===== config.mk =====
export PLATFORM = sky130hd
export DESIGN_NAME = data_mem_arbiter_flat
export DESIGN_NICKNAME = d
export VERILOG_FILES = /design/src/rtl/data_mem_arbiter_if.sv /design/src/rtl/data_mem_arbiter.sv /design/src/flat_wrapper.sv
export SDC_FILE = /design/constraint.sdc
export NUM_CORES = 1
export LEC_CHECK = 0
export CAP_MARGIN = 0
export CORE_MARGIN = 1.5
export CORE_UTILIZATION = 46
export CTS_BUF_LIST = sky130_fd_sc_hd__clkbuf_8
export DETAILED_ROUTE_END_ITERATION = 16
export PLACE_DENSITY = 0.89
export SETUP_SLACK_MARGIN = 0.2
export SYNTH_ARGS = -nofsm -noshare
export SYNTH_HDL_FRONTEND = slang
export SYNTH_SLANG_ARGS = --single-unit

===== constraint.sdc =====
create_clock -name i_clk -period 4 [get_ports i_clk]
set_input_delay 0.8 -clock i_clk [delete_from_list [all_inputs] [get_ports i_clk]]
set_output_delay 0.8 -clock i_clk [all_outputs]
set_load 0.005 [all_outputs]

===== src/rtl/data_mem_arbiter_if.sv =====
// Bundle of both requester handshakes and the data-memory control bus.
// slave = arbiter side; master = requesters plus memory side.
interface data_mem_arbiter_if;
  logic        r0_req;
  logic        r0_we;
  logic [10:0] r0_addr;
  logic [15:0] r0_wdata;
  logic        r0_ack;
  logic [15:0] r0_rdata;
  logic        r0_err;

  logic        r1_req;
  logic        r1_we;
  logic [10:0] r1_addr;
  logic [15:0] r1_wdata;
  logic        r1_ack;
  logic [15:0] r1_rdata;
  logic        r1_err;

  logic        mem_rd;
  logic        mem_wr;
  logic [10:0] mem_addr;
  logic [15:0] mem_in_data;
  logic [15:0] mem_out_data;
  logic        busy;

  modport slave (
    input  r0_req, r0_we, r0_addr, r0_wdata,
    input  r1_req, r1_we, r1_addr, r1_wdata,
    input  mem_out_data,
    output r0_ack, r0_rdata, r0_err,
    output r1_ack, r1_rdata, r1_err,
    output mem_rd, mem_wr, mem_addr, mem_in_data, busy
  );

  modport master (
    output r0_req, r0_we, r0_addr, r0_wdata,
    output r1_req, r1_we, r1_addr, r1_wdata,
    output mem_out_data,
    input  r0_ack, r0_rdata, r0_err,
    input  r1_ack, r1_rdata, r1_err,
    input  mem_rd, mem_wr, mem_addr, mem_in_data, busy
  );
endinterface


===== src/rtl/data_mem_arbiter.sv =====
// Two-requester arbiter/sequencer for the BIP data memory (IDLE->ISSUE->RESP).
// Optional macro ADDR_CHECK_EN: out-of-range accesses are suppressed and flagged via ERR.
module data_mem_arbiter #(
  parameter int MEM_DEPTH     = 10,
  parameter int PRIORITY_MODE = 0
) (
  input  logic               i_clk,
  input  logic               i_rst_n,
  data_mem_arbiter_if.slave  io_bus
);

  typedef enum logic [1:0] {S_IDLE, S_ISSUE, S_RESP} state_t;

  state_t      r_state;
  state_t      w_state_next;

  logic [1:0]  w_req;
  logic [1:0]  w_we;
  logic [10:0] w_addr  [2];
  logic [15:0] w_wdata [2];

  logic        w_accept;
  logic        w_win;
  logic        w_bad;

  logic        r_last_grant;
  logic        r_winner;
  logic        r_we;
  logic        r_bad;
  logic        r_busy;
  logic        r_mem_rd;
  logic        r_mem_wr;
  logic [10:0] r_mem_addr;
  logic [15:0] r_mem_in_data;

  assign w_req      = {io_bus.r1_req, io_bus.r0_req};
  assign w_we       = {io_bus.r1_we,  io_bus.r0_we};
  assign w_addr[0]  = io_bus.r0_addr;
  assign w_addr[1]  = io_bus.r1_addr;
  assign w_wdata[0] = io_bus.r0_wdata;
  assign w_wdata[1] = io_bus.r1_wdata;

`ifdef ADDR_CHECK_EN
  assign w_bad = (w_addr[w_win] >= 11'(MEM_DEPTH));
`else
  assign w_bad = 1'b0;
`endif

  always_comb begin
    w_state_next = r_state;
    w_accept     = 1'b0;
    w_win        = 1'b0;
    case (r_state)
      S_IDLE: begin
        if (|w_req) begin
          w_accept     = 1'b1;
          w_state_next = S_ISSUE;
          // On a tie, round-robin hands the grant to whoever did not get the last one.
          if (&w_req)
            w_win = (PRIORITY_MODE == 1) ? 1'b0 : ~r_last_grant;
          else
            w_win = w_req[1];
        end
      end
      S_ISSUE: w_state_next = S_RESP;
      S_RESP:  w_state_next = S_IDLE;
      default: w_state_next = S_IDLE;
    endcase
  end

  always_ff @(posedge i_clk or negedge i_rst_n) begin
    if (!i_rst_n) begin
      r_state <= S_IDLE;
      r_busy  <= 1'b0;
    end else begin
      r_state <= w_state_next;
      r_busy  <= (w_state_next != S_IDLE);
    end
  end

  always_ff @(posedge i_clk or negedge i_rst_n) begin
    if (!i_rst_n) begin
      r_last_grant  <= 1'b1;
      r_winner      <= 1'b0;
      r_we          <= 1'b0;
      r_bad         <= 1'b0;
      r_mem_rd      <= 1'b0;
      r_mem_wr      <= 1'b0;
      r_mem_addr    <= '0;
      r_mem_in_data <= '0;
    end else if (w_accept) begin
      r_last_grant  <= w_win;
      r_winner      <= w_win;
      r_we          <= w_we[w_win];
      r_bad         <= w_bad;
      r_mem_rd      <= ~w_we[w_win] & ~w_bad;
      r_mem_wr      <=  w_we[w_win] & ~w_bad;
      r_mem_addr    <= w_addr[w_win];
      r_mem_in_data <= w_wdata[w_win];
    end else if (r_state == S_ISSUE) begin
      r_mem_rd <= 1'b0;
      r_mem_wr <= 1'b0;
    end
  end

  // Per-requester response registers; only the current winner's copy ever moves.
  genvar gi;
  generate
    for (gi = 0; gi < 2; gi++) begin : gen_req
      localparam logic ID = 1'(gi);
      logic        r_ack;
      logic        r_err;
      logic [15:0] r_rdata;

      always_ff @(posedge i_clk or negedge i_rst_n) begin
        if (!i_rst_n) begin
          r_ack   <= 1'b0;
          r_err   <= 1'b0;
          r_rdata <= '0;
        end else if (r_state == S_ISSUE && r_winner == ID) begin
          r_ack <= 1'b1;
          r_err <= r_bad;
          if (r_bad)
            r_rdata <= '0;
          else if (!r_we)
            r_rdata <= io_bus.mem_out_data;
        end else begin
          r_ack <= 1'b0;
          r_err <= 1'b0;
        end
      end
    end
  endgenerate

  assign io_bus.r0_ack      = gen_req[0].r_ack;
  assign io_bus.r0_err      = gen_req[0].r_err;
  assign io_bus.r0_rdata    = gen_req[0].r_rdata;
  assign io_bus.r1_ack      = gen_req[1].r_ack;
  assign io_bus.r1_err      = gen_req[1].r_err;
  assign io_bus.r1_rdata    = gen_req[1].r_rdata;
  assign io_bus.mem_rd      = r_mem_rd;
  assign io_bus.mem_wr      = r_mem_wr;
  assign io_bus.mem_addr    = r_mem_addr;
  assign io_bus.mem_in_data = r_mem_in_data;
  assign io_bus.busy        = r_busy;

endmodule


===== src/flat_wrapper.sv =====
// flat-port wrapper written by rule: the top's interface ports become plain ports
module data_mem_arbiter_flat 
#(
  parameter int MEM_DEPTH     = 10,
  parameter int PRIORITY_MODE = 0
)
  (i_clk, i_rst_n, io_bus_r0_req, io_bus_r0_we, io_bus_r0_addr, io_bus_r0_wdata, io_bus_r1_req, io_bus_r1_we, io_bus_r1_addr, io_bus_r1_wdata, io_bus_mem_out_data, io_bus_r0_ack, io_bus_r0_rdata, io_bus_r0_err, io_bus_r1_ack, io_bus_r1_rdata, io_bus_r1_err, io_bus_mem_rd, io_bus_mem_wr, io_bus_mem_addr, io_bus_mem_in_data, io_bus_busy);
  data_mem_arbiter_if io_bus_i ();
  input  logic i_clk;
  input  logic i_rst_n;
  input wire logic [$bits(io_bus_i.r0_req)-1:0] io_bus_r0_req;
  input wire logic [$bits(io_bus_i.r0_we)-1:0] io_bus_r0_we;
  input wire logic [$bits(io_bus_i.r0_addr)-1:0] io_bus_r0_addr;
  input wire logic [$bits(io_bus_i.r0_wdata)-1:0] io_bus_r0_wdata;
  input wire logic [$bits(io_bus_i.r1_req)-1:0] io_bus_r1_req;
  input wire logic [$bits(io_bus_i.r1_we)-1:0] io_bus_r1_we;
  input wire logic [$bits(io_bus_i.r1_addr)-1:0] io_bus_r1_addr;
  input wire logic [$bits(io_bus_i.r1_wdata)-1:0] io_bus_r1_wdata;
  input wire logic [$bits(io_bus_i.mem_out_data)-1:0] io_bus_mem_out_data;
  output wire logic [$bits(io_bus_i.r0_ack)-1:0] io_bus_r0_ack;
  output wire logic [$bits(io_bus_i.r0_rdata)-1:0] io_bus_r0_rdata;
  output wire logic [$bits(io_bus_i.r0_err)-1:0] io_bus_r0_err;
  output wire logic [$bits(io_bus_i.r1_ack)-1:0] io_bus_r1_ack;
  output wire logic [$bits(io_bus_i.r1_rdata)-1:0] io_bus_r1_rdata;
  output wire logic [$bits(io_bus_i.r1_err)-1:0] io_bus_r1_err;
  output wire logic [$bits(io_bus_i.mem_rd)-1:0] io_bus_mem_rd;
  output wire logic [$bits(io_bus_i.mem_wr)-1:0] io_bus_mem_wr;
  output wire logic [$bits(io_bus_i.mem_addr)-1:0] io_bus_mem_addr;
  output wire logic [$bits(io_bus_i.mem_in_data)-1:0] io_bus_mem_in_data;
  output wire logic [$bits(io_bus_i.busy)-1:0] io_bus_busy;
  assign io_bus_i.r0_req = io_bus_r0_req;
  assign io_bus_i.r0_we = io_bus_r0_we;
  assign io_bus_i.r0_addr = io_bus_r0_addr;
  assign io_bus_i.r0_wdata = io_bus_r0_wdata;
  assign io_bus_i.r1_req = io_bus_r1_req;
  assign io_bus_i.r1_we = io_bus_r1_we;
  assign io_bus_i.r1_addr = io_bus_r1_addr;
  assign io_bus_i.r1_wdata = io_bus_r1_wdata;
  assign io_bus_i.mem_out_data = io_bus_mem_out_data;
  assign io_bus_r0_ack = io_bus_i.r0_ack;
  assign io_bus_r0_rdata = io_bus_i.r0_rdata;
  assign io_bus_r0_err = io_bus_i.r0_err;
  assign io_bus_r1_ack = io_bus_i.r1_ack;
  assign io_bus_r1_rdata = io_bus_i.r1_rdata;
  assign io_bus_r1_err = io_bus_i.r1_err;
  assign io_bus_mem_rd = io_bus_i.mem_rd;
  assign io_bus_mem_wr = io_bus_i.mem_wr;
  assign io_bus_mem_addr = io_bus_i.mem_addr;
  assign io_bus_mem_in_data = io_bus_i.mem_in_data;
  assign io_bus_busy = io_bus_i.busy;
  data_mem_arbiter #(.MEM_DEPTH(MEM_DEPTH), .PRIORITY_MODE(PRIORITY_MODE)) u_core (.i_clk(i_clk), .i_rst_n(i_rst_n), .io_bus(io_bus_i));
endmodule

-- Word-level counts from Yosys, hierarchy flattened
Cells that the tools add are included.
- output and inout bits: 66
- memories: 0
- bits in read-only memories: 0
- latch bits: 0
- bits of input ports: 76
- bits in registers: 69
- logic and storage cells: 51
- RAM bits: 0
- order comparisons: 2
- muxes and demuxes: 21
- reduce and logical (&&, ||, !) cells: 9
- shift operators: 0
- bitwise operators: 5
- divide/modulo/power cells: 0
- add/sub/neg operators: 0
- multiply operators: 0
- equal/unequal tests: 1
- operator list (kind ; number):
    $mux 16 ; 4
    $mux 11 ; 3
    $mux 1 ; 12
    $reduce_and 2->1 ; 3
    $not 1->1 ; 4
    $pmux 2 s2 ; 1
    $reduce_bool 2->1 ; 2
    $eq 2x1->1 const B ; 1
    $ge 2x2->1 const B ; 1
    $logic_and 1x1->1 ; 2
    $logic_not 2->1 ; 1
    $lt 1x2->1 const B ; 1
    $mux 2 ; 1
    $not 1->2 ; 1
    $reduce_or 2->1 ; 1

-- Depth between registers and ports, before layout
- word-level depth: 8
- gate-level depth with buffers: 5

-- Least setup slack after synthesis
Ideal clock, no wire load.
- path kind: input -> register
- from: in io_bus_r1_req
- to: reg u_core.r_mem_rd (netlist: u_core.io_bus.mem_rd)
- setup slack: 2245 ps
- cell stages on the path: 5
- setup time: 122 ps
- data required time: 3878 ps
- arrival: 1634 ps
- buffers on the path: 2
- cells stage by stage: a21bo_2 -> clkbuf_1 -> buf_2 -> o21ai_0 -> a32o_1
- word-level cells in the longest chain between the ends: 8
- RTL lines (item ; line ; source):
    start, declared ; flat_wrapper.sv:15 ; input wire logic [$bits(io_bus_i.r1_req)-1:0] io_bus_r1_req;
    $reduce_and 2->1 ; data_mem_arbiter.sv:59 ; if (&w_req)
    $mux 1 ; data_mem_arbiter.sv:59 ;
    $mux 1 ; data_mem_arbiter.sv:55 ; if (|w_req) begin
    $mux 1 ; data_mem_arbiter.sv:53 ; case (r_state)
    $mux 1 (not written as such) (2 in a row) ; data_mem_arbiter.sv:96 ; r_mem_rd <= ~w_we[w_win] & ~w_bad;
    $not 1->1 ; data_mem_arbiter.sv:96 ;
    $mux 1 ; data_mem_arbiter.sv:91 ; end else if (w_accept) begin
    end signal, assigned ; data_mem_arbiter.sv:96 ;
    end, declared ; data_mem_arbiter.sv:31 ; logic r_mem_rd;
Several ways; a longest one is shown, not always the timed one. The select of a mux whose other input is x is not followed.
A chain may end at the register's enable or synchronous reset.

-- Final worst setup path
- from: in io_bus_r0_req
- to: reg u_core.r_mem_rd (netlist: u_core.io_bus.mem_rd)
- word-level cells in the longest chain between the ends: 8
- RTL lines (item ; line ; source):
    start, declared ; flat_wrapper.sv:11 ; input wire logic [$bits(io_bus_i.r0_req)-1:0] io_bus_r0_req;
    $reduce_and 2->1 ; data_mem_arbiter.sv:59 ;
    $mux 1 ; data_mem_arbiter.sv:59 ;
    $mux 1 ; data_mem_arbiter.sv:55 ;
    $mux 1 ; data_mem_arbiter.sv:53 ;
    $mux 1 (not written as such) (2 in a row) ; data_mem_arbiter.sv:96 ;
    $not 1->1 ; data_mem_arbiter.sv:96 ;
    $mux 1 ; data_mem_arbiter.sv:91 ;
Several ways; a longest one is shown, not always the timed one. The select of a mux whose other input is x is not followed.

==> metrics.txt <==
filler cell count=437; Bufs on Longest Clock Path=2; outcome=completed; CTS clk-pin slew, worst paths=0.07 ns; area of the multi-input gates=1150 um2; CTS Root Buffer Type=clkbuf_8; worst reg2reg path startpoint=u_core.r_state[1]; Synth top cells by count=68 x dfrtp_1, 54 x o21ai_0, 28 x mux2i_1; max_cap viols=0; R2R depth=3; post-synth top area cell=dfrtp_1; top-count cell post-synth=dfrtp_1; first-pass GRT wire length=12000 um; I/O pin count=142; post-DP HPWL=5080 um; Yosys warnings=0; postcts setup bufs=0; worst hold path class=flip-flop to flip-flop; Num CTS Buffers=9; Seq. cell area=1730 um2; wire length per cell=16.4 um; pre-CTS setup slack=1.27 ns; total track usage=0.220; CTS resizes=0; Layout Area Growth over Synthesis=53.6%; gpl congestion=0.717; Slew HR=0.332; 1st-iter DRT viols=61; setup TNS=0 ns; Peak supply drop=509 uV; Power per Cell Area=719 nW/um2; period utilisation layout=0.597; PortBufs=139; largest net degree at the start of global routing=37; Hold Path End=u_core.r_last_grant; die width=83.8 um; RSZ-0062 raised after global routing=no; r2r setup slk=1.89 ns; Via Count=2336; Synth Instances=225; via density per instance=5.29; f_max=419 MHz; Hold Buf Count CTS=0; reg-to-reg endpoint=u_core.io_bus.r1_rdata[4]; top cell type's share of synthesized area=0.567; Cells on Worst Hold Path=1; grt ovf=0; Arrival @ worst endpoint=2.61 ns; Row Count=29; CP max FO=30; Worst Hold Launch=u_core.r_last_grant; number of routed nets with antenna violations=0; clock sink count=69; crit path time final=2.39 ns; fin. max-slew vios=0; initial antenna violation count=0; nets=436; Final Hold Viols=0; Residual DRC=0; Area contributors post-synth=dfrtp_1 57%, mux2_4 10%, mux2i_1 9.3%; die height=83.8 um; Post-synth EDFFs=0; critical path class=input port to flip-flop; core area=6310 um2; worst hold slack=0.504 ns; drt pass-1 iters=4; final number of setup-violating endpoints=0; top_reg_cell synth=dfrtp_1; sequential area share after synthesis=0.576; Lkg Pwr=2.02 nW; Crit. End Element=flip-flop; clock skew=0.00553 ns; Distinct cells, synth=29; ys async rst share=1.00; final worst slack=1.61 ns; H-tree levels=3; TritonCTS clock tree=built; data required time of the worst path=4.23 ns; layout cell share with drive strength beyond 1=0.153; Startpoint Class=input port; Slew @ Worst Pin=0.998 ns; Synth Register Bits=69; Util after Layout=0.730; syn_area_per_cell=13.3 um2; n_diodes=0; die area=7020 um2; DRT Wirelength=7240 um; initial core utilization=0.475; clock latency at the later pin of the worst-skew pair=0.33 ns; synthesized area=3000 um2; vias in the first global route=2465
## cells in the final DEF (no fill, tap or decap), types with 2 or more instances in the layout
cell             netlist  layout
mux2_4                20      20
nor3_4                 2       2
dfrtp_1               68      68
nor2_1                 3       2
o21ai_0               54      54
conb_1                 1       2
o21ai_1                2       2
bufinv_16              0       2
inv_1                  3       4
buf_4                  2       2
clkinv_2               0       2
mux2_2                12      12
clkdlybuf4s50_1        0     138
mux2i_1               28      28
clkbuf_8               0      11
## per-stage QoR
| step | std cells | cell area, um2 | total power [mW] |
|---|---|---|---|
| after floorplan | 226 | 3010 | 1.87 |
| after global placement | 426 | 4390 | 2.65 |
| after detailed placement | 426 | 4390 | 2.70 |
| after CTS | 442 | 4610 | 3.35 |
| after global routing | 442 | 4610 | 3.53 |
| final | 442 | 4610 | 3.31 |
## where the power goes
part / internal, mW / switching (mW)
combinational: 0.931 / 0.517
clock: 0.381 / 0.247
sequential: 1.05 / 0.192
total: 2.36 / 0.956
## state kept, by name (all words and copies together), names as in the netlist
| name | count |
|---|---|
| u_core.io_bus.mem_wr | 1 |
| u_core.io_bus.mem_addr | 11 |
| u_core.io_bus.r0_ack | 1 |
| u_core.io_bus.r1_rdata | 16 |
| u_core.r_state | 2 |
| u_core.io_bus.busy | 1 |
| u_core.r_last_grant | 1 |
| u_core.io_bus.mem_in_data | 16 |
| u_core.io_bus.r0_rdata | 16 |
| u_core.r_we | 1 |
| u_core.io_bus.mem_rd | 1 |
| u_core.io_bus.r1_ack | 1 |
| u_core.r_winner | 1 |
## layout make-up
| type | instances | share of cell area |
|---|---|---|
| clock buffer | 11 | 0.0328 |
| clock inverter | 5 | 0.0160 |
| inverter | 3 | 0.00244 |
| multi-input combinational | 136 | 0.249 |
| sequential | 69 | 0.375 |
| tap | 77 | 0.0209 |
| timing repair buffer | 141 | 0.304 |
## logic make-up after synthesis
| group | synth area share |
|---|---|
| and+or+nand+nor | 0.0254 |
| AOI/OAI and AO/OA | 0.115 |
| DFF | 0.576 |
| other | 0.00125 |
| muxes | 0.238 |
| buffers and inverters | 0.0438 |
## layer usage
layer  wire [um]  GRT usage  up-vias
met2        3400      0.351      122
met5           0          0        -
met4         189     0.0894        0
met1        3030      0.276     1125
li1            -          -     1071
met3         619     0.0742       18
## worst max-delay path, cell delays in order
cell	delay, ns
clkdlybuf4s50_1	0.52
a21bo_2	0.77
o21ai_0	0.25
a32o_1	0.26
## worst max-delay path by stage
| stage | start | to | slack, ns |
|---|---|---|---|
| 6_report | io_bus_r0_req | u_core.io_bus.mem_rd | 1.61 |
| 5_1_grt | io_bus_r0_req | u_core.io_bus.mem_rd | 1.56 |
| 4_1_cts | io_bus_r0_req | u_core.io_bus.mem_rd | 1.63 |
| 3_5_place_dp | io_bus_r0_req | u_core.io_bus.mem_rd | 1.27 |
| 3_3_place_gp | io_bus_r1_req | u_core.io_bus.mem_rd | 1.36 |
| 2_1_floorplan | io_bus_r1_req | u_core.io_bus.mem_rd | 2.24 |
Note: power is estimated with default switching activity, not from simulation.
